`src/rtl/fifo_frame_reader_pkg.sv`:
```
// Shared definitions for the digitizer FIFO read-side sequencer.
// Header layout, default marker, FSM encoding and buffer entry.
package digitizer_fifo_pkg;

   localparam int HDR_SYNC_MSB = 31;
   localparam int HDR_SYNC_LSB = 24;
   localparam int HDR_SEQ_MSB  = 23;
   localparam int HDR_SEQ_LSB  = 16;
   localparam int HDR_LEN_MSB  = 15;
   localparam int HDR_LEN_LSB  = 0;

   localparam logic [7:0] DEF_SYNC_BYTE = 8'hA5;

   typedef enum logic [1:0] {
      ST_IDLE    = 2'd0,
      ST_HEADER  = 2'd1,
      ST_PAYLOAD = 2'd2
   } state_e;

   typedef struct packed {
      logic        last;
      logic [31:0] data;
   } buf_entry_t;

   function automatic logic [31:0] make_header(
      input logic [7:0]  sync,
      input logic [7:0]  seq,
      input logic [15:0] len
   );
      logic [31:0] h;
      h = '0;
      h[HDR_SYNC_MSB:HDR_SYNC_LSB] = sync;
      h[HDR_SEQ_MSB:HDR_SEQ_LSB]   = seq;
      h[HDR_LEN_MSB:HDR_LEN_LSB]   = len;
      return h;
   endfunction

endpackage

```
`src/rtl/stream_skid_buf.sv`:
```
// Small in-order output buffer with two ordered push ports.
// Port a is written ahead of port b when both push together.
module stream_skid_buf #(
   parameter int DEPTH = 2,
   parameter int WIDTH = 33,
   localparam int CW = $clog2(DEPTH + 1),
   localparam int PW = (DEPTH > 1) ? $clog2(DEPTH) : 1
) (
   input  logic             clk,
   input  logic             rst_n,
   input  logic             push_a,
   input  logic [WIDTH-1:0] data_a,
   input  logic             push_b,
   input  logic [WIDTH-1:0] data_b,
   input  logic             pop,
   output logic [WIDTH-1:0] head,
   output logic             head_valid,
   output logic [CW-1:0]    occupancy
);

   logic [WIDTH-1:0] mem [DEPTH];
   logic [PW-1:0]    rd_ptr;
   logic [PW-1:0]    wr_ptr;
   logic [CW-1:0]    occ;
   logic             pop_eff;

   function automatic logic [PW-1:0] nxt(input logic [PW-1:0] p);
      if (p == PW'(DEPTH - 1)) begin
         return '0;
      end
      return p + 1'b1;
   endfunction

   assign pop_eff    = pop && (occ != '0);
   assign head       = mem[rd_ptr];
   assign head_valid = (occ != '0);
   assign occupancy  = occ;

   // Storage, pointers and occupancy; a lands before b in order.
   always_ff @(posedge clk) begin
      if (!rst_n) begin
         mem    <= '{default: '0};
         rd_ptr <= '0;
         wr_ptr <= '0;
         occ    <= '0;
      end else begin
         if (push_a) begin
            mem[wr_ptr] <= data_a;
         end
         if (push_b) begin
            mem[push_a ? nxt(wr_ptr) : wr_ptr] <= data_b;
         end
         if (push_a && push_b) begin
            wr_ptr <= nxt(nxt(wr_ptr));
         end else if (push_a || push_b) begin
            wr_ptr <= nxt(wr_ptr);
         end
         if (pop_eff) begin
            rd_ptr <= nxt(rd_ptr);
         end
         occ <= occ + CW'(push_a) + CW'(push_b) - CW'(pop_eff);
      end
   end

endmodule

```
`src/rtl/fifo_frame_reader.sv`:
```
// Read-side frame sequencer for a non-FWFT COREFIFO.
// Emits header + FRAME_LEN words per frame on a valid/ready stream.
module fifo_frame_reader
   import digitizer_fifo_pkg::*;
#(
   parameter int         DATA_WIDTH = 32,
   parameter int         FRAME_LEN  = 256,
   parameter logic [7:0] SYNC_BYTE  = DEF_SYNC_BYTE,
   parameter int         RD_LATENCY = 1
) (
   input  logic                  CLK,
   input  logic                  RESET_N,
   input  logic                  ENABLE,
   input  logic                  FIFO_EMPTY,
   output logic                  FIFO_RE,
   input  logic [DATA_WIDTH-1:0] FIFO_Q,
   output logic [DATA_WIDTH-1:0] M_DATA,
   output logic                  M_VALID,
   output logic                  M_LAST,
   input  logic                  M_READY,
   output logic                  BUSY,
   output logic [15:0]           FRAME_CNT
);

   localparam int BUF_DEPTH = RD_LATENCY + 1;
   localparam int CW = $clog2(BUF_DEPTH + 1);
   localparam int SW = CW + 1;
   localparam int IW = $clog2(RD_LATENCY + 1);

   localparam logic [1:0] IDLE    = ST_IDLE;
   localparam logic [1:0] HEADER  = ST_HEADER;
   localparam logic [1:0] PAYLOAD = ST_PAYLOAD;

   localparam logic [15:0] LEN    = 16'(FRAME_LEN);
   localparam logic [15:0] LEN_M1 = 16'(FRAME_LEN - 1);

   logic [1:0]            state;
   logic [7:0]            seq;
   logic [15:0]           req_cnt;
   logic [RD_LATENCY-1:0] sr_vld;
   logic [RD_LATENCY-1:0] sr_last;
   logic [IW-1:0]         inflight;
   logic [CW-1:0]         occ;
   logic [DATA_WIDTH:0]   head;
   logic [DATA_WIDTH:0]   hdr_entry;
   logic [DATA_WIDTH:0]   cap_entry;
   logic                  head_valid;
   logic                  pop;
   logic                  cap;
   logic                  room;
   logic                  hdr_push;
   logic                  rd_issue;
   logic                  rd_last;
   logic [SW-1:0]         used;
   logic [SW-1:0]         limit;

   // Slots still unclaimed after counting returning reads.
   assign pop   = head_valid && M_READY;
   assign cap   = sr_vld[RD_LATENCY-1];
   assign used  = SW'(occ) + SW'(inflight);
   assign limit = SW'(BUF_DEPTH) + SW'(pop);
   assign room  = (used < limit);

   assign hdr_push = (state == HEADER) && room;
   assign rd_last  = (req_cnt == LEN_M1);
   assign rd_issue = RESET_N && (state == PAYLOAD) &&
                     !FIFO_EMPTY && (req_cnt < LEN) && room;

   assign hdr_entry = {1'b0,
                       DATA_WIDTH'(make_header(SYNC_BYTE, seq, LEN))};
   assign cap_entry = {sr_last[RD_LATENCY-1], FIFO_Q};

   assign FIFO_RE = rd_issue;
   assign M_VALID = head_valid;
   assign M_DATA  = head[DATA_WIDTH-1:0];
   assign M_LAST  = head_valid && head[DATA_WIDTH];
   assign BUSY    = (state != IDLE) || (occ != '0) ||
                    (inflight != '0);

   stream_skid_buf #(
      .DEPTH (BUF_DEPTH),
      .WIDTH (DATA_WIDTH + 1)
   ) u_buf (
      .clk        (CLK),
      .rst_n      (RESET_N),
      .push_a     (cap),
      .data_a     (cap_entry),
      .push_b     (hdr_push),
      .data_b     (hdr_entry),
      .pop        (pop),
      .head       (head),
      .head_valid (head_valid),
      .occupancy  (occ)
   );

   // Frame sequencing: idle, header slot, then payload reads.
   always_ff @(posedge CLK) begin
      if (!RESET_N) begin
         state   <= IDLE;
         seq     <= '0;
         req_cnt <= '0;
      end else begin
         unique case (state)
            IDLE: begin
               if (ENABLE) begin
                  state <= HEADER;
               end
            end
            HEADER: begin
               if (hdr_push) begin
                  state   <= PAYLOAD;
                  seq     <= seq + 8'd1;
                  req_cnt <= '0;
               end
            end
            PAYLOAD: begin
               if (rd_issue) begin
                  req_cnt <= req_cnt + 16'd1;
                  if (rd_last) begin
                     state <= ENABLE ? HEADER : IDLE;
                  end
               end
            end
            default: state <= IDLE;
         endcase
      end
   end

   // Tags for reads whose data is still on its way from the FIFO.
   always_ff @(posedge CLK) begin
      if (!RESET_N) begin
         sr_vld   <= '0;
         sr_last  <= '0;
         inflight <= '0;
      end else begin
         sr_vld[0]  <= rd_issue;
         sr_last[0] <= rd_issue && rd_last;
         for (int i = 1; i < RD_LATENCY; i++) begin
            sr_vld[i]  <= sr_vld[i-1];
            sr_last[i] <= sr_last[i-1];
         end
         inflight <= inflight + IW'(rd_issue) - IW'(cap);
      end
   end

   // Completed-frame counter, bumped on the accepted last beat.
   always_ff @(posedge CLK) begin
      if (!RESET_N) begin
         FRAME_CNT <= '0;
      end else if (pop && head[DATA_WIDTH]) begin
         FRAME_CNT <= FRAME_CNT + 16'd1;
      end
   end

endmodule

```
`config.mk`:
```
export PLATFORM = sky130hd
export DESIGN_NAME = fifo_frame_reader
export DESIGN_NICKNAME = d
export VERILOG_FILES = /design/src/rtl/fifo_frame_reader_pkg.sv /design/src/rtl/stream_skid_buf.sv /design/src/rtl/fifo_frame_reader.sv
export SDC_FILE = /design/constraint.sdc
export NUM_CORES = 1
export LEC_CHECK = 0
export BUFFER_PORTS_ARGS = -buffer_cell sky130_fd_sc_hd__buf_2
export CORE_MARGIN = 3
export CORE_UTILIZATION = 50
export CTS_CLUSTER_SIZE = 28
export DETAILED_ROUTE_END_ITERATION = 16
export GPL_ROUTABILITY_DRIVEN = 0
export PLACE_DENSITY_LB_ADDON = 0.05
export SYNTH_ARGS = -nofsm -noshare
export SYNTH_HDL_FRONTEND = slang
export SYNTH_HIERARCHICAL = 1
export SYNTH_SLANG_ARGS = --single-unit
```
`constraint.sdc`:
```
create_clock -name CLK -period 7 [get_ports CLK]
set_clock_uncertainty 0.05 [all_clocks]
set_input_delay 1.4 -clock CLK [delete_from_list [all_inputs] [get_ports CLK]]
set_output_delay 1.4 -clock CLK [all_outputs]
set_load 0.01 [all_outputs]
```
-- Word-level counts from Yosys, hierarchy flattened
Index checks and enable logic that the tools add are counted.
- $add $sub $neg: 13
- magnitude comparators: 7
- equal/unequal tests: 7
- mux-type cells: 50
- bitwise gates (word level): 3
- reduce and logical (&&, ||, !) cells: 25
- operators by type and width (operator ; count):
    two-way mux 66 bit ; 3
    two-way mux 33 bit ; 5
    bitwise mux 66 bit ; 2
    demux 33 bit (select 1 bit) ; 2
    adder 16 x 1 -> 16 bit, second input constant ; 2
    two-way mux 16 bit ; 2
    case mux 16 bit (2 select lines) ; 1
    two-way mux 1 bit ; 30
    == test 16 x 8 -> 1 bit, second input constant ; 1
    less-than comparator 16 x 9 -> 1 bit, second input constant ; 1
    logical AND 1 bit ; 13
    adder 8 x 1 -> 8 bit, second input constant ; 1
    two-way mux 2 bit ; 4
    nonzero test 2 bit ; 4
    >= comparator 2 bit, second input constant ; 3
    != test 2 bit, second input constant ; 3
    NOT 1 -> 2 bit ; 3
    case mux 2 bit (3 select lines) ; 1
    adder 2 x 1 -> 2 bit ; 2
    less-than comparator 2 x 1 -> 1 bit, second input constant ; 2
    AND reduction 4 bit ; 1
    adder 1 bit, second input constant ; 3
    adder 2 x 1 -> 3 bit ; 1
    adder 2 x 1 -> 3 bit, first input constant ; 1
    other kinds (12) ; 14
- register bits: 115
- logic and storage cells: 117

-- Logic depth before layout (Yosys ltp)
Gate-level depths: netlist (run 1).
- depth after elaboration: 18
- mapped depth: 14

-- Hierarchy
Netlist (run 1), hierarchy kept.
- by module, submodules not included (module ; times used ; cells an instance ; area each (sq um)):
    stream_skid_buf ; 1 ; 463 ; 3592.2
    fifo_frame_reader ; 1 ; 238 ; 2149.6

-- Worst setup path before layout (run 1)
No wires, ideal clock.
- path type: in2reg
- from: input port M_READY
- to: register u_buf.occ[1] (netlist: u_buf/occupancy[1])
- setup time: 115 ps
- arrival: 3514 ps
- data required time: 6835 ps
- path slack: 3321 ps
- cell stages on the path: 13
- path buffers: 3
- path through: and3b_2 buf_2 o21ai_2 clkbuf_1 inv_1 buf_2 inv_1 ha_1 inv_1 fa_1 xnor2_1 xnor2_1 and2_1
- word-level cells in the longest chain between the ends: 6
- elaborated cells between the ends (all ways): 7
- RTL lines (what ; line ; text):
    start, declared ; fifo_frame_reader.sv:20 ; input logic M_READY,
    logical AND 1 bit ; fifo_frame_reader.sv:58 ; assign pop = head_valid && M_READY;
    adder 2 x 1 -> 3 bit ; fifo_frame_reader.sv:61 ; assign limit = SW'(BUF_DEPTH) + SW'(pop);
    less-than comparator 3 bit ; fifo_frame_reader.sv:62 ; assign room = (used < limit);
    logical AND 1 bit ; fifo_frame_reader.sv:64 ; assign hdr_push = (state == HEADER) && room;
    named net hdr_push ; fifo_frame_reader.sv:51 ; logic hdr_push;
    adder 2 x 1 -> 2 bit ; stream_skid_buf.sv:61 ; occ <= occ + CW'(push_a) + CW'(push_b) - CW'(pop_eff);
    subtractor 2 x 1 -> 2 bit ; stream_skid_buf.sv:61 ;
    end signal, assigned ; stream_skid_buf.sv:61 ;
    end, declared ; stream_skid_buf.sv:24 ; logic [CW-1:0] occ;
The timed path passes the listed nets, and every way through them passes these cells.
A chain may end at the register's enable or synchronous reset.

-- Final worst setup path (run 1)
- from: input port RESET_N
- to: output port FIFO_RE
- word-level cells in the longest chain between the ends: 4
- RTL lines (what ; line ; text):
    start, declared ; fifo_frame_reader.sv:12 ; input logic RESET_N,
    logical AND 1 bit (2 in series) ; fifo_frame_reader.sv:66 ; assign rd_issue = RESET_N && (state == PAYLOAD) &&
    logical AND 1 bit (2 in series) ; fifo_frame_reader.sv:67 ; !FIFO_EMPTY && (req_cnt < LEN) && room;
    end, declared ; fifo_frame_reader.sv:15 ; output logic FIFO_RE,
Every way passes these cells.

==> results of run 1 <==
==> final cells by class <==
cell class	count	share of cell area (%)
clock buffers	26	7.90
flip-flops and latches	115	33.8
repair buffers	97	7.44
clock inverters	4	0.293
well taps	140	2.57
multi-input cells	549	47.5
inverters	9	0.495
==> cells by family after synthesis <==
logic type | synth area share (%)
multiplexers | 6.82
XOR/XNOR | 3.16
flip-flops | 40.1
AND/OR/NAND/NOR | 24.3
buffers and inverters | 4.90
other | 0.131
AO/OA/AOI/OAI | 18.9
adder cells (fa/ha/maj) | 1.66
==> critical path, cell delays in order <==
cell       delay, ps
buf_2             80
buf_4            510
nor4b_2          500
o2111ai_2        340
inv_1            120
buf_2            140
==> metal layers <==
metal	track usage [%]	vias to the layer above
met5	0	-
met1	29.3	2584
met2	39.1	213
met4	9.70	0
met3	5.88	24
li1	-	2638
==> registers in the layout (all words and copies together), names as in the netlist <==
register and count:
u_buf/rd_ptr 1, inflight 1, u_buf/wr_ptr 1, cap 1, seq 8, sr_last 1
FRAME_CNT 16, state 2, u_buf/occupancy 2, u_buf/mem 66, req_cnt 16
==> layout by cell type, fill, tap and decap left out, drive strengths merged, types with 19 or more instances in the layout <==
| cell | instances |
|---|---|
| a21oi | 20 |
| a31oi | 69 |
| buf | 97 |
| clkbuf | 26 |
| conb | 25 |
| dfxtp | 115 |
| mux2 | 33 |
| nand2 | 147 |
| nand2b | 35 |
| nor2 | 19 |
| o21ai | 73 |
==> stage by stage <==
stage,utilization (%),setup WS (ps),cells
final,61.9,2440,940
after floorplan,-,3320,724
after CTS,61.9,2460,940
after global placement,56.8,2550,910
after global routing,61.9,2290,940
after detailed placement,56.8,2470,910
==> power breakdown <==
part | switching [uW] | internal (uW)
Combinational | 245 | 165
Sequential | 50.8 | 723
Clock | 288 | 521
==> final timing paths <==
check | from | slack [ps] | cells after the start | to
worst min-delay path | u_buf/mem[22]$_SDFF_PN0_ | 420 | 2 | u_buf/mem[22]$_SDFF_PN0_
worst min register to register | u_buf/mem[22]$_SDFF_PN0_ | 420 | 2 | u_buf/mem[22]$_SDFF_PN0_
worst max-delay path | RESET_N | 2440 | 6 | FIFO_RE
worst max register to register | u_buf/occupancy[0]$_SDFF_PN0_ | 3640 | 9 | u_buf/mem[59]$_SDFF_PN0_
==> reports/summary.txt, run 1 <==
Top FF cell, synth -> dfxtp_1
post-route clock period utilization -> 65.1%
unrepaired setup endpoints after global routing -> no
Synth top area share -> 40.1%
overall via count from detail_route -> 5459
cell taking the most area after synthesis -> dfxtp_1
Reg area -> 2300 um2
Die X -> 113 um
Rows -> 38
detailed placer's ending HPWL -> 9.26 mm
Layout fillers -> 963
Final Hold Viols -> 0
WHS -> 421 ps
count leader, synth -> nand2_1
Remaining Overflow, GRT -> 0
multi-input logic area -> 3240 um2
clock slew at reported path FFs -> 50 ps
CTS buffer count -> 17
CTS H-tree lvls -> 4
Tot Pwr -> 1990 uW
clk buf depth -> 2
pin count of the biggest net entering global routing -> 85
area of the die -> 12800 um2
Cell Pwr Density -> 292 nW/um2
cts repair resizes -> 0
post-route cell area -> 6820 um2
First-pass DRT Iterations -> 8
Worst-Margin Slew -> 984 ps
syn_area_per_cell -> 8.19 um2
DR top layer -> met4
Syn Std Cell Area -> 5740 um2
CTS tree -> built
kind of critical path -> primary input to primary output
IO buf count -> 88
EDFF count, synth -> 0
initial antenna violation count -> 0
Root Driver -> clkbuf_16
number of library cell types mapped by synthesis -> 61
cts hold-fix bufs -> 0
Post-CTS Setup Bufs -> 0
sequential fraction of the synthesis area -> 40.1%
layout cell share with drive strength beyond 1 -> 22.4%
headroom to the max-slew limit -> 34.3%
First DRT Iteration DRCs -> 448
VDD IR max -> 0.194 mV
CP Launch Type -> primary input
final setup TNS -> 0 ps
number of global-route vias before repair -> 5279
Max Cap Viol -> 0
Inserted Diodes -> 0
Total GRT Usage -> 23.6%
CTS sink cnt -> 115
Via density -> 5.81
Leakage Power -> 0.00269 uW
FMAX -> 219 MHz
nets -> 833
HP Class -> register to register
Die Y-Extent -> 113 um
Max Fanout on Critical Path -> 84
Syn Inst Count -> 701
Async SR Flop Fraction -> 0%
Clk Latency, worst-skew pair -> 410 ps
Final ANT Viol Nets -> 0
Crit. End Element -> primary output
Post-DP Area -> 6260 um2
fin crit period -> 4560 ps
Met3 Routed Length -> 1.08 mm
Starting Density -> 52.1%
Required @ worst endpoint -> 5550 ps
met1 wire length -> 6.66 mm
# setup viols final -> 0
total wire length -> 15.1 mm
Synth area leaders -> dfxtp_1 (40%), nand2_1 (9.5%), a31oi_1 (7.5%)
top cells by count, synth -> nand2_1 (146), dfxtp_1 (115), o21ai_0 (72)
Area growth syn-to-layout -> 18.8%
outcome -> finished clean
num ports -> 89
# DRC -> 0
met2 WL -> 7.09 mm
core area -> 11000 um2
register bit total from synthesis -> 115
Arr. time, crit path -> 3110 ps
Ys Warns -> 6
Final Slew Violations -> 0
WL per Instance -> 16.0 um
first-pass GRT wire length -> 24.7 mm
No activity file was read; power rests on OpenSTA's default activity.
==> inputs of run 2 (changes only) <==
Clock period 7 ns to 3.8 ns, I/O delays scaled along.
==> run 2 against run 1 <==
Register-to-register slack got worse by 2400 ps. Count of clock-buffer cells in the layout decreased by 4. Non-clock buffer count increased by 5. Critical path depth unchanged. Combinational power increased by 90%. Sequential share of layout area decreased by 0.46 points. Via count decreased by 0.66%. Global-route usage increased by 0.47 points. Setup slack got worse by 1700 ps. Highest routed layer unchanged. Design area increased by 1.4%. First-iteration DRC count decreased by 31%.
==> reports/summary.txt, run 2 (synthesis gave the netlist of run 1 again) <==
outcome -> finished clean
Die Y-Extent -> 113 um (unchanged)
Rows -> 38 (unchanged)
Max Cap Viol -> 0 (unchanged)
Final Slew Violations -> 0 (unchanged)
Leakage Power -> 0.00273 uW (+1.5%)
initial antenna violation count -> 0 (unchanged)
Crit-path slowest cell -> dfxtp_1
Largest Register -> u_buf/mem
Final Hold Viols -> 0 (unchanged)
first-pass GRT wire length -> 25.1 mm (+1.7%)
Layout fillers -> 987 (+2.5%)
# setup viols final -> 0 (unchanged)
headroom to the max-slew limit -> 51.6% (+17 points)
First DRT Iteration DRCs -> 310 (-31%)
overall via count from detail_route -> 5423 (-0.66%)
Via density -> 5.73 (-1.4%)
post-route clock period utilization -> 79.4%
most used cell, CP -> ha_1
cell internal pwr -> 2720 uW (+93%)
Largest register FFs -> 66 (unchanged)
Die X -> 113 um (unchanged)
Remaining Overflow, GRT -> 0 (unchanged)
VDD IR max -> 0.324 mV (+66%)
First-pass DRT Iterations -> 5 (-3)
part of the power in combinational logic -> 20.3% (-0.3 points)
Switching Share -> 28.9% (-0.44 points)
crit path launch -> u_buf/occupancy[0]$_SDFF_PN0_
CTS sink cnt -> 115 (unchanged)
CTS tree -> built
kind of critical path -> register to primary output
Clk Latency, worst-skew pair -> 410 ps (about the same)
clk buf depth -> 2 (unchanged)
crit path to -> FIFO_RE
worst slack, placed -> 1150 ps (-1330 ps)
Worst path max stage delay -> 430 ps (-80 ps)
number of global-route vias before repair -> 5269 (-0.19%)
Area growth syn-to-layout -> 20.5%
total wire length -> 15.2 mm (+0.97%)
core area -> 11000 um2 (unchanged)
Post-CTS Setup Bufs -> 0 (unchanged)
power share of the clock group -> 42.6% (+2.0 points)
R2R Setup Slk -> 1250 ps (-2390 ps)
Cell Pwr Density -> 553 nW/um2 (+89%)
worst r2r src -> u_buf/occupancy[0]$_SDFF_PN0_
Inserted Diodes -> 0 (unchanged)
area of the die -> 12800 um2 (unchanged)
unrepaired setup endpoints after global routing -> no
CP Launch Type -> register
num ports -> 89 (unchanged)
most frequent cells in the layout -> nand2_1 (146), dfxtp_1 (114), buf_2 (88)
Required @ worst endpoint -> 2990 ps (-2560 ps)
nets -> 838 (+0.60%)
Worst R2R Path Depth -> 12 (+3)
most common cell after layout, fill and taps aside -> nand2_1
Final ANT Viol Nets -> 0 (unchanged)
WHS -> 420 ps (-0.548 ps)
fin crit period -> 3020 ps
Max Fanout on Critical Path -> 9 (-89%)
clock slew at reported path FFs -> 50 ps (about the same)
# DRC -> 0 (unchanged)
Crit. End Element -> primary output
setup ws final -> 782 ps (-1660 ps)
HP Class -> register to register
CTS H-tree lvls -> 4 (unchanged)
crit-path cells -> ha_1 -> ha_1 -> and4bb_2 -> o2111ai_2 -> inv_1 -> buf_2
FMAX -> 331 MHz
RR Endpoint -> u_buf/occupancy[1]$_SDFF_PN0_
IO buf count -> 88 (unchanged)
Root Driver -> clkbuf_16
Arr. time, crit path -> 2210 ps (-900 ps)
final setup TNS -> 0 ps (unchanged)
Total GRT Usage -> 24.0% (+0.47 points)
Seq pwr share -> 37.1% (-1.7 points)
sw power -> 1100 uW (+89%)
CTS buffer count -> 17 (unchanged)
pin count of the biggest net entering global routing -> 84 (-1.2%)
WL per Instance -> 16.1 um (+0.22%)
Starting Density -> 52.1% (unchanged)
cts hold-fix bufs -> 0 (unchanged)
detailed placer's ending HPWL -> 9.74 mm (+5.1%)
cts repair resizes -> 0 (unchanged)
layout cell share with drive strength beyond 1 -> 22.9% (+0.55 points)
Worst-Margin Slew -> 722 ps (-262 ps)
Largest regs -> u_buf/mem: 66 flops, FRAME_CNT: 16 flops, req_cnt: 16 flops
-- run 2: worst min-delay path by stage --
stage / start / endpoint / slack (ps) / depth (start not counted)
after floorplan: u_buf/mem[15]$_SDFF_PN0_ / u_buf/mem[15]$_SDFF_PN0_ / 390 / 2
after global placement: u_buf/mem[32]$_SDFF_PN0_ / u_buf/mem[32]$_SDFF_PN0_ / 410 / 2
after detailed placement: seq[7]$_SDFFE_PN0P_ / seq[7]$_SDFFE_PN0P_ / 410 / 2
after CTS: seq[7]$_SDFFE_PN0P_ / seq[7]$_SDFFE_PN0P_ / 420 / 2
after global routing: u_buf/mem[23]$_SDFF_PN0_ / u_buf/mem[23]$_SDFF_PN0_ / 440 / 2
final: seq[7]$_SDFFE_PN0P_ / seq[7]$_SDFFE_PN0P_ / 420 / 2
-- run 2: power groups by stage --
stage	Combinational [uW]	Sequential, uW	Clock, uW
finish	777	1420	1630
CTS	774	1420	1650
global placement	753	1430	0
detailed placement	768	1440	0
floorplan	542	1410	0
global route	859	1430	1710
-- run 2: stage by stage --
stage | power [uW] | area, um2 | std cells | utilization [%]
2_1_floorplan | 1950 | 5830 | 724 | -
3_3_place_gp | 2190 | 6310 | 915 | 57.2
5_1_grt | 4000 | 6920 | 947 | 62.7
3_5_place_dp | 2210 | 6310 | 915 | 57.2
4_1_cts | 3840 | 6920 | 947 | 62.7
6_report | 3830 | 6920 | 947 | 62.7
-- run 2: area by class of cell --
| type | instances | area (um2) | share of cell area [%] |
|---|---|---|---|
| multi-input cells | 549 | 3240 | 46.9 |
| inverters | 9 | 33.8 | 0.488 |
| well taps | 140 | 175 | 2.53 |
| repair buffers | 102 | 558 | 8.07 |
| flip-flops and latches | 115 | 2300 | 33.3 |
| clock buffers | 22 | 474 | 6.85 |
| clock inverters | 10 | 130 | 1.88 |
-- run 2: worst max-delay path, delay by kind of cell (launching register included) --
| kind | cells | cell delay (ps) |
|---|---|---|
| buf+inv | 2 | 220 |
| fa+ha+maj | 2 | 460 |
| compound gates | 1 | 400 |
| flops | 1 | 430 |
| simple gates | 1 | 290 |
-- run 2: routing by layer --
layer	routed length, um	track usage (%)	vias to the layer above
met5	0	0	-
met2	7120	39.5	168
met1	6960	30.7	2577
met3	945	5.61	21
met4	201	9.13	0
li1	-	-	2657
==> inputs of run 3 (changes only) <==
Clock period 3.8 ns to 3.1 ns, I/O delays scaled along.
==> run 3 against run 2 <==
Total power up 22%. Global-route usage down 0.32 points. Die area unchanged. Register-to-register slack worse by 730 ps. Critical path type unchanged. Largest cell class unchanged.
==> reports/summary.txt, run 3 (synthesis gave the netlist of run 1 again) <==
Die Y-Extent -> 113 um (unchanged)
Clk Latency, worst-skew pair -> 410 ps (about the same)
RR Endpoint -> u_buf/occupancy[1]$_SDFF_PN0_
Total GRT Usage -> 23.7% (-0.32 points)
post-route clock period utilization -> 85.0%
kind of critical path -> register to primary output
Crit. End Element -> primary output
HP Class -> register to register
core area -> 11000 um2 (unchanged)
layout cell share with drive strength beyond 1 -> 22.7% (-0.25 points)
clock slew at reported path FFs -> 50 ps (about the same)
CTS buffer count -> 17 (unchanged)
unrepaired setup endpoints after global routing -> no
Largest Register -> u_buf/mem
cts repair resizes -> 0 (unchanged)
Worst R2R Path Depth -> 12 (unchanged)
area of the die -> 12800 um2 (unchanged)
Final Hold Viols -> 0 (unchanged)
num ports -> 89 (unchanged)
nets -> 839 (+0.12%)
initial antenna violation count -> 0 (unchanged)
Final Slew Violations -> 0 (unchanged)
Required @ worst endpoint -> 2430 ps (-560 ps)
Post-CTS Setup Bufs -> 0 (unchanged)
first-pass GRT wire length -> 24.9 mm (-0.96%)
clk buf depth -> 2 (unchanged)
detailed placer's ending HPWL -> 9.57 mm (-1.8%)
Die X -> 113 um (unchanged)
# setup viols final -> 0 (unchanged)
crit path to -> M_DATA[4]
worst r2r src -> u_buf/occupancy[0]$_SDFF_PN0_
crit path launch -> u_buf/rd_ptr$_SDFFE_PN0P_
Rows -> 38 (unchanged)
Remaining Overflow, GRT -> 0 (unchanged)
outcome -> finished clean
most common cell after layout, fill and taps aside -> nand2_1
cts hold-fix bufs -> 0 (unchanged)
Final ANT Viol Nets -> 0 (unchanged)
post-route cell area -> 6950 um2 (+0.43%)
First-pass DRT Iterations -> 5 (unchanged)
Largest regs -> u_buf/mem: 66 flops, FRAME_CNT: 16 flops, req_cnt: 16 flops
CP Launch Type -> register
number of global-route vias before repair -> 5153 (-2.2%)
Worst-Margin Slew -> 788 ps (+65.8 ps)
total wire length -> 14.9 mm (-2.1%)
Max Cap Viol -> 0 (unchanged)
Inserted Diodes -> 0 (unchanged)
fin crit period -> 2640 ps
overall via count from detail_route -> 5328 (-1.8%)
Cell Pwr Density -> 672 nW/um2 (+22%)
WL per Instance -> 15.7 um (-2.1%)
Arr. time, crit path -> 1970 ps (-240 ps)
final setup TNS -> 0 ps (unchanged)
FMAX -> 379 MHz
IO buf count -> 88 (unchanged)
Area growth syn-to-layout -> 21.0%
CTS H-tree lvls -> 4 (unchanged)
Post-DP Area -> 6350 um2 (+0.52%)
CTS sink cnt -> 115 (unchanged)
headroom to the max-slew limit -> 47.5% (-4.2 points)
VDD IR max -> 0.490 mV (+51%)
Starting Density -> 52.1% (unchanged)
# DRC -> 0 (unchanged)
Root Driver -> clkbuf_16
CTS tree -> built
First DRT Iteration DRCs -> 473 (+53%)
Via density -> 5.63 (-1.8%)
pin count of the biggest net entering global routing -> 84 (unchanged)
R2R Setup Slk -> 520 ps (-730 ps)
most frequent cells in the layout -> nand2_1 (146), dfxtp_1 (114), buf_2 (88)
Largest register FFs -> 66 (unchanged)
Leakage Power -> 0.00274 uW (+0.55%)
Max Fanout on Critical Path -> 18 (+9)
[run 3: cell count changes in the layout (fill, tap and decap cells not counted), sizes merged]
cell / change
bufinv: -1
buf: +1
clkinvlp: -2
clkinv: -4
clkbuf: +6
[run 3: per-layer routing]
layer	share of wire, %	track usage, %
met1	46	30.4
met2	48	40.1
met3	4.9	4.22
met4	1.6	8.41
met5	0	0
[run 3: worst min-delay path by stage]
stage               slack (ps)                      from                        to  depth (start not counted)
floorplan                  390  u_buf/mem[15]$_SDFF_PN0_  u_buf/mem[15]$_SDFF_PN0_                          2
global placement           410  u_buf/mem[24]$_SDFF_PN0_  u_buf/mem[24]$_SDFF_PN0_                          2
detailed placement         420  u_buf/mem[23]$_SDFF_PN0_  u_buf/mem[23]$_SDFF_PN0_                          2
CTS                        420                 FIFO_Q[3]   u_buf/mem[3]$_SDFF_PN0_                          3
finish                     420       seq[7]$_SDFFE_PN0P_       seq[7]$_SDFFE_PN0P_                          2
global route               430                 FIFO_Q[1]   u_buf/mem[1]$_SDFF_PN0_                          3
[run 3: layout make-up]
cell class | count | area [um2]
Fill cell | 988 | 4080
Tap cell | 140 | 175
Sequential cell | 115 | 2300
Timing Repair Buffer | 103 | 591
Inverter | 9 | 33.8
Multi-Input combinational cell | 549 | 3240
Clock inverter | 3 | 65.1
Clock buffer | 28 | 537
[run 3: where the power goes]
part           internal, uW  total [uW]  switching [uW]
registers              1630        1740             108
logic                   393         961             567
clock network          1330        1970             642
[run 3: through the flow]
stage / util [%] / hold slack (ps) / instances / total power (uW) / setup slack, ps
floorplan: - / 395 / 724 / 2390 / 49.5
global placement: 57.5 / 408 / 916 / 2700 / 629
detailed placement: 57.5 / 416 / 916 / 2720 / 512
CTS: 63.0 / 419 / 947 / 4700 / 471
global route: 63.0 / 433 / 947 / 4880 / 288
finish: 63.0 / 418 / 947 / 4670 / 464
[run 3: worst max-delay path: stages (launching register included)]
cell and delay (ps):
dfxtp_2 630, buf_4 380, mux2_2 390, buf_2 140
